<file path="config.mk">
export PLATFORM = sky130hd
export DESIGN_NAME = mem_stage_lsu_flat
export DESIGN_NICKNAME = d
export VERILOG_FILES = /design/src/rtl/mem_stage_lsu_if.sv /design/src/rtl/mem_stage_lsu.sv /design/src/flat_wrapper.sv
export SDC_FILE = /design/constraint.sdc
export NUM_CORES = 1
export LEC_CHECK = 0
export CAP_MARGIN = 10
export CORE_MARGIN = 5
export CORE_UTILIZATION = 26
export CTS_BUF_LIST = sky130_fd_sc_hd__clkbuf_2 sky130_fd_sc_hd__clkbuf_4 sky130_fd_sc_hd__clkbuf_8
export CTS_CLUSTER_DIAMETER = 50
export CTS_CLUSTER_SIZE = 25
export DETAILED_ROUTE_END_ITERATION = 12
export PLACE_DENSITY_LB_ADDON = 0.1
export SLEW_MARGIN = 10
export SYNTH_ARGS = -nofsm -noshare
export SYNTH_HDL_FRONTEND = slang
export SYNTH_SLANG_ARGS = --single-unit
</file>
<file path="constraint.sdc">
create_clock -name clk -period 3.4 [get_ports clk]
set_input_delay 0.51 -clock clk [delete_from_list [all_inputs] [get_ports clk]]
set_output_delay 0.51 -clock clk [all_outputs]
set_load 0.05 [all_outputs]
</file>
<file path="src/rtl/mem_stage_lsu_if.sv">
// Data-memory bus between the MEM-stage LSU and the data memory.
//   dmem_req   : access request, held high until ack or abort
//   dmem_we    : 1 = store, 0 = load
//   dmem_addr  : word-aligned byte address
//   dmem_wdata : store data
//   dmem_rdata : load data, valid while dmem_ack is high
//   dmem_ack   : one-cycle completion pulse from the memory
// master = LSU side, slave = memory side.
interface mem_stage_lsu_if;
    logic        dmem_req;
    logic        dmem_we;
    logic [31:0] dmem_addr;
    logic [31:0] dmem_wdata;
    logic [31:0] dmem_rdata;
    logic        dmem_ack;

    modport master (
        output dmem_req,
        output dmem_we,
        output dmem_addr,
        output dmem_wdata,
        input  dmem_rdata,
        input  dmem_ack
    );

    modport slave (
        input  dmem_req,
        input  dmem_we,
        input  dmem_addr,
        input  dmem_wdata,
        output dmem_rdata,
        output dmem_ack
    );
endinterface

</file>
<file path="src/rtl/mem_stage_lsu.sv">
// MEM-stage load/store unit with the MEM/WB pipeline register.
// Consumes the EX/MEM register outputs (*M), issues word accesses over the dmem bus,
// requests a pipeline stall while an access is outstanding and drives writeback (*W).
//   clk, rst            : clock, synchronous active-high reset
//   RegWriteM..WriteRegM: instruction from EX/MEM
//   stall_req           : combinational; holds EX/MEM and everything upstream
//   dmem                : data-memory bus (master side)
//   RegWriteW..WriteRegW: registered MEM/WB outputs
//   mem_err             : one-cycle pulse alongside the W load of a misaligned or aborted access
module mem_stage_lsu #(
    parameter int unsigned TIMEOUT = 255
) (
    input  logic        clk,
    input  logic        rst,
    input  logic        RegWriteM,
    input  logic        MemtoRegM,
    input  logic        MemWriteM,
    input  logic [31:0] ALUDataM,
    input  logic [31:0] WriteDataM,
    input  logic [4:0]  WriteRegM,
    output logic        stall_req,
    mem_stage_lsu_if.master dmem,
    output logic        RegWriteW,
    output logic        MemtoRegW,
    output logic [31:0] ReadDataW,
    output logic [31:0] ALUDataW,
    output logic [4:0]  WriteRegW,
    output logic        mem_err
);

    localparam logic [15:0] TmoLast = 16'(TIMEOUT - 1);

    typedef enum logic [1:0] {StIdle, StBusy, StDone} state_t;

    state_t      state;
    logic [15:0] tmo_cnt;
    logic        abort;
    logic [31:0] load_buf;
    logic        memop;
    logic        misaligned;

    always_comb begin
        memop      = MemtoRegM | MemWriteM;
        misaligned = memop & (ALUDataM[1:0] != 2'b00);
        // DONE releases the stall so the held instruction is written back exactly once.
        stall_req  = (state == StBusy) | ((state == StIdle) & memop & ~misaligned);
    end

    always_ff @(posedge clk) begin
        if (rst) begin
            state           <= StIdle;
            tmo_cnt         <= 16'd0;
            abort           <= 1'b0;
            load_buf        <= 32'd0;
            dmem.dmem_req   <= 1'b0;
            dmem.dmem_we    <= 1'b0;
            dmem.dmem_addr  <= 32'd0;
            dmem.dmem_wdata <= 32'd0;
            RegWriteW       <= 1'b0;
            MemtoRegW       <= 1'b0;
            ReadDataW       <= 32'd0;
            ALUDataW        <= 32'd0;
            WriteRegW       <= 5'd0;
            mem_err         <= 1'b0;
        end else begin
            case (state)
                StIdle: begin
                    if (memop && !misaligned) begin
                        state           <= StBusy;
                        dmem.dmem_req   <= 1'b1;
                        dmem.dmem_we    <= MemWriteM;
                        dmem.dmem_addr  <= {ALUDataM[31:2], 2'b00};
                        dmem.dmem_wdata <= WriteDataM;
                        tmo_cnt         <= 16'd0;
                    end
                end
                StBusy: begin
                    // An ack in the final allowed cycle still completes the access.
                    if (dmem.dmem_ack) begin
                        load_buf      <= dmem.dmem_rdata;
                        dmem.dmem_req <= 1'b0;
                        state         <= StDone;
                    end else if (tmo_cnt == TmoLast) begin
                        dmem.dmem_req <= 1'b0;
                        abort         <= 1'b1;
                        state         <= StDone;
                    end else begin
                        tmo_cnt <= tmo_cnt + 16'd1;
                    end
                end
                StDone: begin
                    state <= StIdle;
                    abort <= 1'b0;
                end
                default: state <= StIdle;
            endcase

            if (stall_req) begin
                RegWriteW <= 1'b0;
                MemtoRegW <= 1'b0;
                ReadDataW <= 32'd0;
                ALUDataW  <= 32'd0;
                WriteRegW <= 5'd0;
                mem_err   <= 1'b0;
            end else begin
                RegWriteW <= RegWriteM & ~misaligned & ~abort;
                MemtoRegW <= MemtoRegM & ~misaligned & ~abort;
                ReadDataW <= load_buf;
                ALUDataW  <= ALUDataM;
                WriteRegW <= WriteRegM;
                mem_err   <= misaligned | abort;
            end
        end
    end

endmodule
</file>
<file path="src/flat_wrapper.sv">
// flat-port wrapper written by rule: the top's interface ports become plain ports
module mem_stage_lsu_flat 
#(
    parameter int unsigned TIMEOUT = 255
)
  (clk, rst, RegWriteM, MemtoRegM, MemWriteM, ALUDataM, WriteDataM, WriteRegM, stall_req, RegWriteW, MemtoRegW, ReadDataW, ALUDataW, WriteRegW, mem_err, dmem_dmem_req, dmem_dmem_we, dmem_dmem_addr, dmem_dmem_wdata, dmem_dmem_rdata, dmem_dmem_ack);
  mem_stage_lsu_if dmem_i ();
  input  logic clk;
  input  logic rst;
  input  logic RegWriteM;
  input  logic MemtoRegM;
  input  logic MemWriteM;
  input  logic [31:0] ALUDataM;
  input  logic [31:0] WriteDataM;
  input  logic [4:0] WriteRegM;
  output logic stall_req;
  output logic RegWriteW;
  output logic MemtoRegW;
  output logic [31:0] ReadDataW;
  output logic [31:0] ALUDataW;
  output logic [4:0] WriteRegW;
  output logic mem_err;
  output wire logic [$bits(dmem_i.dmem_req)-1:0] dmem_dmem_req;
  output wire logic [$bits(dmem_i.dmem_we)-1:0] dmem_dmem_we;
  output wire logic [$bits(dmem_i.dmem_addr)-1:0] dmem_dmem_addr;
  output wire logic [$bits(dmem_i.dmem_wdata)-1:0] dmem_dmem_wdata;
  input wire logic [$bits(dmem_i.dmem_rdata)-1:0] dmem_dmem_rdata;
  input wire logic [$bits(dmem_i.dmem_ack)-1:0] dmem_dmem_ack;
  assign dmem_dmem_req = dmem_i.dmem_req;
  assign dmem_dmem_we = dmem_i.dmem_we;
  assign dmem_dmem_addr = dmem_i.dmem_addr;
  assign dmem_dmem_wdata = dmem_i.dmem_wdata;
  assign dmem_i.dmem_rdata = dmem_dmem_rdata;
  assign dmem_i.dmem_ack = dmem_dmem_ack;
  mem_stage_lsu #(.TIMEOUT(TIMEOUT)) u_core (.clk(clk), .rst(rst), .RegWriteM(RegWriteM), .MemtoRegM(MemtoRegM), .MemWriteM(MemWriteM), .ALUDataM(ALUDataM), .WriteDataM(WriteDataM), .WriteRegM(WriteRegM), .stall_req(stall_req), .dmem(dmem_i), .RegWriteW(RegWriteW), .MemtoRegW(MemtoRegW), .ReadDataW(ReadDataW), .ALUDataW(ALUDataW), .WriteRegW(WriteRegW), .mem_err(mem_err));
endmodule
</file>
* Yosys cells after proc, flatten, opt, wreduce, memory -nomap -nowiden
Cells that the tools add are included.
Widths: inputs -> output; s select.
** Word-level totals
- Bits in registers :: 187
- Latch bits :: 0
- RAM bits :: 0
- ROM bits :: 0
- Input bits :: 107
- Output and inout bits :: 139
- Logic and storage cells :: 63
- Memories :: 0
** Cells by class
- $add $sub $neg :: 1
- Multipliers :: 0
- Divide/modulo/power cells :: 0
- Magnitude comparators :: 0
- Eq/ne operators :: 8
- Shift operators :: 0
- Muxes and demuxes :: 15
- Bitwise gates (word level) :: 12
- Reduce and logical (&&, ||, !) cells :: 13
** Operators with widths (count)
- $mux 16 :: 3
- $pmux 16 s2 :: 1
- $add 16x1->16 const B :: 1
- $eq 16x8->1 const B :: 1
- $ne 2x2->1 const B :: 4
- $and 1x1->1 :: 7
- $mux 2 :: 3
- $reduce_and 2->1 :: 3
- $reduce_and 3->1 :: 2
- $reduce_bool 2->1 :: 3
- $mux 1 :: 5
- $pmux 1 s2 :: 2
- $pmux 2 s2 :: 1
- $reduce_and 4->1 :: 1
- $ne 3x3->1 const B :: 1
- $or 1x1->1 :: 3
- $eq 2x1->1 const B :: 1
- $eq 2x2->1 const B :: 1
- $logic_not 2->1 :: 1
- $not 1->1 :: 2
- $reduce_or 2->1 :: 1
- $logic_and 1x1->1 :: 1
- $logic_not 1->1 :: 1

* Depth between registers and ports, before layout
Gate-level depths: netlist of the first run.
- Depth in word-level cells :: 6
- Mapped depth :: 7
- Depth with buffers taken out :: 6

* Worst setup path before layout of the first run
OpenSTA, ideal clock, no wires.
- Kind :: input port to flip-flop
- Start point :: input port ALUDataM[1]
- End point :: register u_core.ReadDataW[21]
- Data arrival time :: 2109 ps
- Setup slack :: 1177 ps
- Stages on the path :: 7
- Buffers on the path :: 2
- Cell sequence :: nor4_2 -> o21ai_1 -> nand2_1 -> nor2_1 -> buf_2 -> buf_2 -> and2_1
** Between the ends
- Longest elaborated chain between the ends :: 6
** RTL lines
- start, declared :: RTL line flat_wrapper.sv:13 : input logic [31:0] ALUDataM;
- $reduce_bool 2->1 :: RTL line mem_stage_lsu.sv:44 : misaligned = memop & (ALUDataM[1:0] != 2'b00);
- $and 1x1->1 :: RTL line mem_stage_lsu.sv:44
- $not 1->1 :: RTL line mem_stage_lsu.sv:46 : stall_req = (state == StBusy) | ((state == StIdle) & memop & ~misaligned);
- $and 1x1->1 :: RTL line mem_stage_lsu.sv:46
- $or 1x1->1 :: RTL line mem_stage_lsu.sv:46
- net stall_req :: RTL line flat_wrapper.sv:16 : output logic stall_req;
- $reduce_or 2->1 (no line)
- end signal, assigned :: RTL line mem_stage_lsu.sv:108 : ReadDataW <= load_buf;
- end, declared :: RTL line mem_stage_lsu.sv:25 : output logic [31:0] ReadDataW,
The timed path passes the listed nets, and every way through them passes these cells.
A chain may end at the register's enable or synchronous reset.

* Final worst setup path of the first run
- Start point :: input port ALUDataM[1]
- End point :: output port stall_req
** Between the ends
- Longest elaborated chain between the ends :: 5
** RTL lines (RTL line)
- $reduce_bool 2->1 :: mem_stage_lsu.sv:44
- $and 1x1->1 :: mem_stage_lsu.sv:44
- $not 1->1 :: mem_stage_lsu.sv:46
- $and 1x1->1 :: mem_stage_lsu.sv:46
- $or 1x1->1 :: mem_stage_lsu.sv:46
- end, declared :: flat_wrapper.sv:16
No other way between the ends.

==> metrics.yaml, run 1 <==
setup_path:
  criticalPathCategory: "in -> out"
  critPathCaptureType: "output pin"
  worst_ep_arrival_time_ns: 1.95
  cp-start-kind: "input port"
  required_ns: 2.89
  path_max_fanout: 4
power_and_ir_drop:
  p_per_area_nw_per_um2: 478.7
  power_leakage_nw: 3.368
  ir_drop_mv: 0.1836
  p_int_mw: 3.125
  combPwrFrac: 0.156
  netSwitchingPower_mw: 1.382
  p_clk_frac: 0.335
  total_power_mw: 4.506
  seq_power_share: 0.509
  swShare: 0.3066
sta:
  clock.fmax_mhz: 406.8
  fin_crit_sh: 0.7229
  fin_ws_ns: 0.9420
  rsz0062_at_grt: "false"
  tns_ns: 0
  fin_crit_ns: 2.458
  final_hold_viol_count: 0
  setup_viol: 0
  fin_skew_ns: 0.02300
  relSlewSlack: 0.3602
  slew_violations: 0
  tightest_slew_ns: 0.9575
place:
  gp_congestion: 0.7758
  place_ws_ns: 0.5462
  hpwlAfterDp_mm: 12.83
  portBuffers: 243
floorplan:
  pin_count: 246
  dieArea_um2: 27250
  core-area_um2: 23610
  dieHeight_um: 165.1
  rows: 56
  start_util: 0.2648
  die_x_um: 165.1
cts:
  clock-sinks: 187
  cts_tree: "yes"
  clk_pin_slew_ns: 0.12
  cts_made_buffers: 17
  clockBufferDepth: 2
  clkLatencyLatePin_ns: 0.47
  cts_hold_buf: 0
  htreeDepth: 4
  post_cts_resized: 0
  postCtsSetupRepairBufs: 0
  cts_root_buf: "clkbuf_8"
layout:
  layout_common_cells: "clkdlybuf4s50_1 (241), nand2_1 (200), dfxtp_1 (187)"
  drive_above_1_share: 0.05526
  area_growth_pct: 50.52
  final_nets: 1037
  layout_commonest_cell: "clkdlybuf4s50_1"
  n_antenna_cell: 0
logic_synthesis:
  synth_area_leaders: "dfxtp_1 (60%), nand2_1 (12%), a21oi_1 (8.3%)"
  yosysUniqueCellTypes: 47
  synth_top_area_cell: "dfxtp_1"
  syn-instance-count: 699
  synth_top_area_frac: 0.5986
  seq_area_frac_synth: 0.5986
  synthArstFlopShare: 0
  avgSynthCellArea_um2: 8.946
  yosys_warnings: 0
  synthFlopType: "dfxtp_1"
  synth_edf_count: 0
  ys_seq_elements: 187
  syn_area_um2: 6253
run_status:
  status: "finished clean"
run:
  drv_cap: 0
drt:
  drcViolationCount: 0
  totalWireLength_mm: 18.83
  drtIter0Drc: 286
  firstDrtPassIters: 6
  route.antenna.remaining_nets: 0
  via_per_inst: 4.235
  vias: 5336
  wl_per_cell_um: 14.94
global_routing:
  grt_pass1_wl_mm: 28.93
  antenna_found_initial: 0
  grt_start_max_net_pins: 77
  track_usage: 0.1362
  grt.overflow.total: 0
  grt_pass1_vias: 5205
worst_hold_path:
  hold_path_class: "reg -> reg"
==> cells in the mapped netlist, types with 2 or more instances <==
library cell	instances
o211ai_1	2
and2_1	68
ha_1	2
nor3_1	6
a21oi_1	104
a211oi_1	4
buf_4	2
nor2_1	15
dfxtp_1	187
buf_2	10
xor2_1	2
nand3_1	9
xnor2_1	2
o21ai_1	4
nand2_1	200
o21ai_0	4
or3_1	4
a31oi_1	2
and3_1	8
nand4_1	3
inv_1	3
or4_1	2
a22oi_1	2
clkbuf_1	31
==> power groups by stage <==
stage / registers (mW) / logic [mW] / clock network, mW
detailed placement: 2.35 / 0.712 / 0
CTS: 2.30 / 0.715 / 1.60
global route: 2.31 / 0.748 / 1.68
floorplan: 2.58 / 0.152 / 0
finish: 2.30 / 0.702 / 1.51
global placement: 2.35 / 0.715 / 0
==> cell type report <==
class,count,area [um^2]
fillers,2441,14200
flip-flops and latches,187,3744
repair buffers,252,2507
multi-input cells,466,2337
well taps,319,399.1
clock buffers,18,247.7
clock inverters,14,162.7
inverters,4,15.01
==> metrics by stage <==
stage | hold WS (ns) | util | instances | area (um^2)
2_1_floorplan | 0.4296 | - | 700 | 6257
3_3_place_gp | 0.4344 | 0.3813 | 1228 | 9002
3_5_place_dp | 0.4372 | 0.3813 | 1228 | 9002
4_1_cts | 0.4446 | 0.3986 | 1260 | 9413
5_1_grt | 0.4581 | 0.3986 | 1260 | 9413
6_report | 0.4507 | 0.3986 | 1260 | 9413
==> metal layers <==
layer	GRT usage	share of wire	vias to the layer above
met5	0	0	-
met2	0.2179	0.45	165
li1	-	-	2736
met3	0.04542	0.081	9
met1	0.1791	0.46	2426
met4	0.03062	0.0084	0
==> logic make-up after synthesis <==
| kind of cell | after synthesis | share of synthesized area |
|---|---|---|
| AND/OR/NAND/NOR | 326 | 0.2441 |
| flip-flops | 187 | 0.5986 |
| AO/OA/AOI/OAI | 130 | 0.1122 |
| buffers and inverters | 47 | 0.03141 |
| XOR/XNOR | 4 | 0.005603 |
| adder cells (fa/ha/maj) | 2 | 0.004001 |
| multiplexers | 2 | 0.003401 |
| other | 1 | 0.0005997 |
==> worst max-delay path, stage by stage <==
cell and delay [ns]:
clkdlybuf4s50_1 0.45, nor4_2 0.48, o21ai_4 0.11, nand2_1 0.22, buf_12 0.17
==> sequential cells by signal (all words and copies together), names as in the netlist <==
name,flops
u_core.RegWriteW,1
u_core.ReadDataW,32
u_core.dmem.dmem_wdata,32
u_core.dmem.dmem_addr,30
u_core.ALUDataW,32
u_core.tmo_cnt,16
u_core.WriteRegW,5
u_core.dmem.dmem_we,1
u_core.mem_err,1
u_core.MemtoRegW,1
u_core.load_buf,32
u_core.state,2
u_core.abort,1
u_core.dmem.dmem_req,1
==> worst paths after layout <==
path	startpoint	end	slack [ns]	cells past startpoint
worst max register to register	u_core.state[1]	u_core.ALUDataW[29]	1.15	6
worst min register to register	u_core.load_buf[28]	u_core.ReadDataW[28]	0.45	1
worst min-delay path	u_core.load_buf[28]	u_core.ReadDataW[28]	0.45	1
worst max-delay path	ALUDataM[1]	stall_req	0.94	5
Power figures use the tool's default switching activity.
==> run 2, diff against run 1 <==
Clock period 3.4 ns to 2.05 ns, I/O delays scaled along.
==> metrics.yaml, run 2 (synthesis gave the netlist of run 1 again) <==
drt:
  maxUsedRoutingLayer: "met4"
  via_per_inst: 4.179  # -1.3%
  met1_length_mm: 8.472  # -1.8%
  dr_wl_met2_mm: 8.561  # +0.47%
  vias: 5357  # +0.39%
  drtIter0Drc: 183  # -36%
  wl_per_cell_um: 14.57  # -2.5%
  met3_length_mm: 1.499  # -1.3%
  drcViolationCount: 0  # unchanged
  firstDrtPassIters: 6  # unchanged
  totalWireLength_mm: 18.68  # -0.76%
  route.antenna.remaining_nets: 0  # unchanged
setup_path:
  crit_chain: "clkdlybuf4s50_1"
  worst_ep_arrival_time_ns: 1.64  # -0.31 ns
  required_ns: 1.74  # -1.15 ns
  cp_slowest_cell: "clkdlybuf4s50_1"
  path_max_fanout: 2  # -2
  criticalPathCategory: "reg -> out"
  timing.rr.start: "u_core.tmo_cnt[15]"
  ff2ff_path_depth: 6  # unchanged
  r2r_slack_ns: 0.25  # -0.90 ns
  max_stage_delay_ns: 0.84  # +0.36 ns
  crit_buf_inv: 1  # -1
  r2r_end: "u_core.tmo_cnt[14]"
  cp-start-kind: "flip-flop"
  cp_top_family: "buffers and inverters"
  critPathCaptureType: "output pin"
power_and_ir_drop:
  total_power_mw: 7.534  # +67%
  power_leakage_nw: 3.503  # +4.0%
  p_per_area_nw_per_um2: 778.5  # +63%
  ir_drop_mv: 0.3158  # +72%
global_routing:
  grt_pass1_vias: 5199  # -0.12%
  track_usage: 0.1338  # -0.002406
  grt.overflow.total: 0  # unchanged
  grt_pass1_wl_mm: 28.79  # -0.50%
  antenna_found_initial: 0  # unchanged
  grt_start_max_net_pins: 58  # -25%
sta:
  slew_violations: 0  # unchanged
  final_hold_viol_count: 0  # unchanged
  relSlewSlack: 0.6137  # +0.2535
  clock.fmax_mhz: 512.6
  rsz0062_at_grt: "false"
  setup_viol: 0  # unchanged
  fin_ws_ns: 0.09933  # -0.8427 ns
  tightest_slew_ns: 0.5777  # -0.3798 ns
  fin_crit_ns: 1.951
  fin_skew_ns: 0.02255  # -0.0004471 ns
  fin_crit_sh: 0.9515
  tns_ns: 0  # unchanged
floorplan:
  die_x_um: 165.1  # unchanged
  core-area_um2: 23610  # unchanged
  rows: 56  # unchanged
  dieHeight_um: 165.1  # unchanged
  start_util: 0.2648  # unchanged
  pin_count: 246  # unchanged
  dieArea_um2: 27250  # unchanged
place:
  gp_congestion: 0.7666  # -1.2%
  portBuffers: 243  # unchanged
  hpwlAfterDp_mm: 13.15  # +2.5%
  place_ws_ns: -0.004821  # -0.5510 ns
run:
  drv_cap: 0  # unchanged
cts:
  cts_tree: "yes"
  clockBufferDepth: 2  # unchanged
  clkLatencyLatePin_ns: 0.46  # about the same
  htreeDepth: 4  # unchanged
  cts_hold_buf: 0  # unchanged
  clock-sinks: 187  # unchanged
  clk_pin_slew_ns: 0.10  # -0.02 ns
  cts_root_buf: "clkbuf_8"
  cts_made_buffers: 17  # unchanged
layout:
  seqCellArea_um2: 3745  # about the same
  drive_above_1_share: 0.07996  # +0.02470
  area_growth_pct: 54.76
  fill_cells: 2400  # -1.7%
  multiInputGateArea_um2: 2367  # +1.3%
  layout_common_cells: "clkdlybuf4s50_1 (241), nand2_1 (199), dfxtp_1 (186)"
  n_antenna_cell: 0  # unchanged
  layout_commonest_cell: "clkdlybuf4s50_1"
  final_nets: 1059  # +2.1%
worst_hold_path:
  min_from: "rst"
  holdPathStages: 2  # +1
  min_to: "u_core.tmo_cnt[13]"
  hold_path_class: "in -> reg"
run_status:
  status: "finished clean"
==> run 2: report_power, final <==
| part | internal [mW] | switching, mW | leakage, nW | total, mW |
|---|---|---|---|---|
| clock | 1.03 | 1.48 | 0.203 | 2.51 |
| combinational | 0.495 | 0.723 | 1.78 | 1.22 |
| sequential | 3.76 | 0.0460 | 1.52 | 3.80 |
==> run 2: layout make-up <==
class                      count  area share
sequential                   187      0.3869
timing repair buffer         274      0.2839
multi-input combinational    466      0.2446
tap                          319     0.04124
clock buffer                  17     0.02418
clock inverter                15     0.01758
inverter                       4    0.001551
==> run 2: worst max path at each step <==
stage / startpoint / end / slack (ns) / depth (start not counted)
after detailed placement: dmem_dmem_ack / u_core.tmo_cnt[13] / -0.005 / 6
after floorplan: u_core.state[1] / u_core.ReadDataW[21] / 0.11 / 7
after global routing: u_core.dmem.dmem_addr[10] / dmem_dmem_addr[10] / 0.003 / 1
after CTS: u_core.state[0] / stall_req / 0.03 / 6
final: u_core.dmem.dmem_we / dmem_dmem_we / 0.1 / 1
after global placement: dmem_dmem_ack / u_core.tmo_cnt[13] / 0.02 / 6
==> run 2: repair_timing <==
| action | CTS | global route |
|---|---|---|
| endpoints found under the setup margin | 1 | 2 |
| pin swaps | 0 | 1 |
| gates resized for setup | 1 | 4 |
| endpoints found under the hold margin | 0 | 0 |
| buffers inserted | 0 | 2 |
==> run 2: metrics by stage <==
stage / area [um^2] / util / hold slack [ns] / instances
2_1_floorplan: 6260 / - / 0.4292 / 700
3_3_place_gp: 9230 / 0.3909 / 0.4351 / 1248
3_5_place_dp: 9230 / 0.3909 / 0.4384 / 1248
4_1_cts: 9639 / 0.4082 / 0.2498 / 1280
5_1_grt: 9678 / 0.4099 / 0.2619 / 1282
6_report: 9678 / 0.4099 / 0.2776 / 1282
==> run 2: routing by layer <==
layer	vias to the layer above	track usage
met4	0	0.03403
li1	2782	-
met5	-	0
met1	2403	0.1709
met3	10	0.04691
met2	162	0.2164
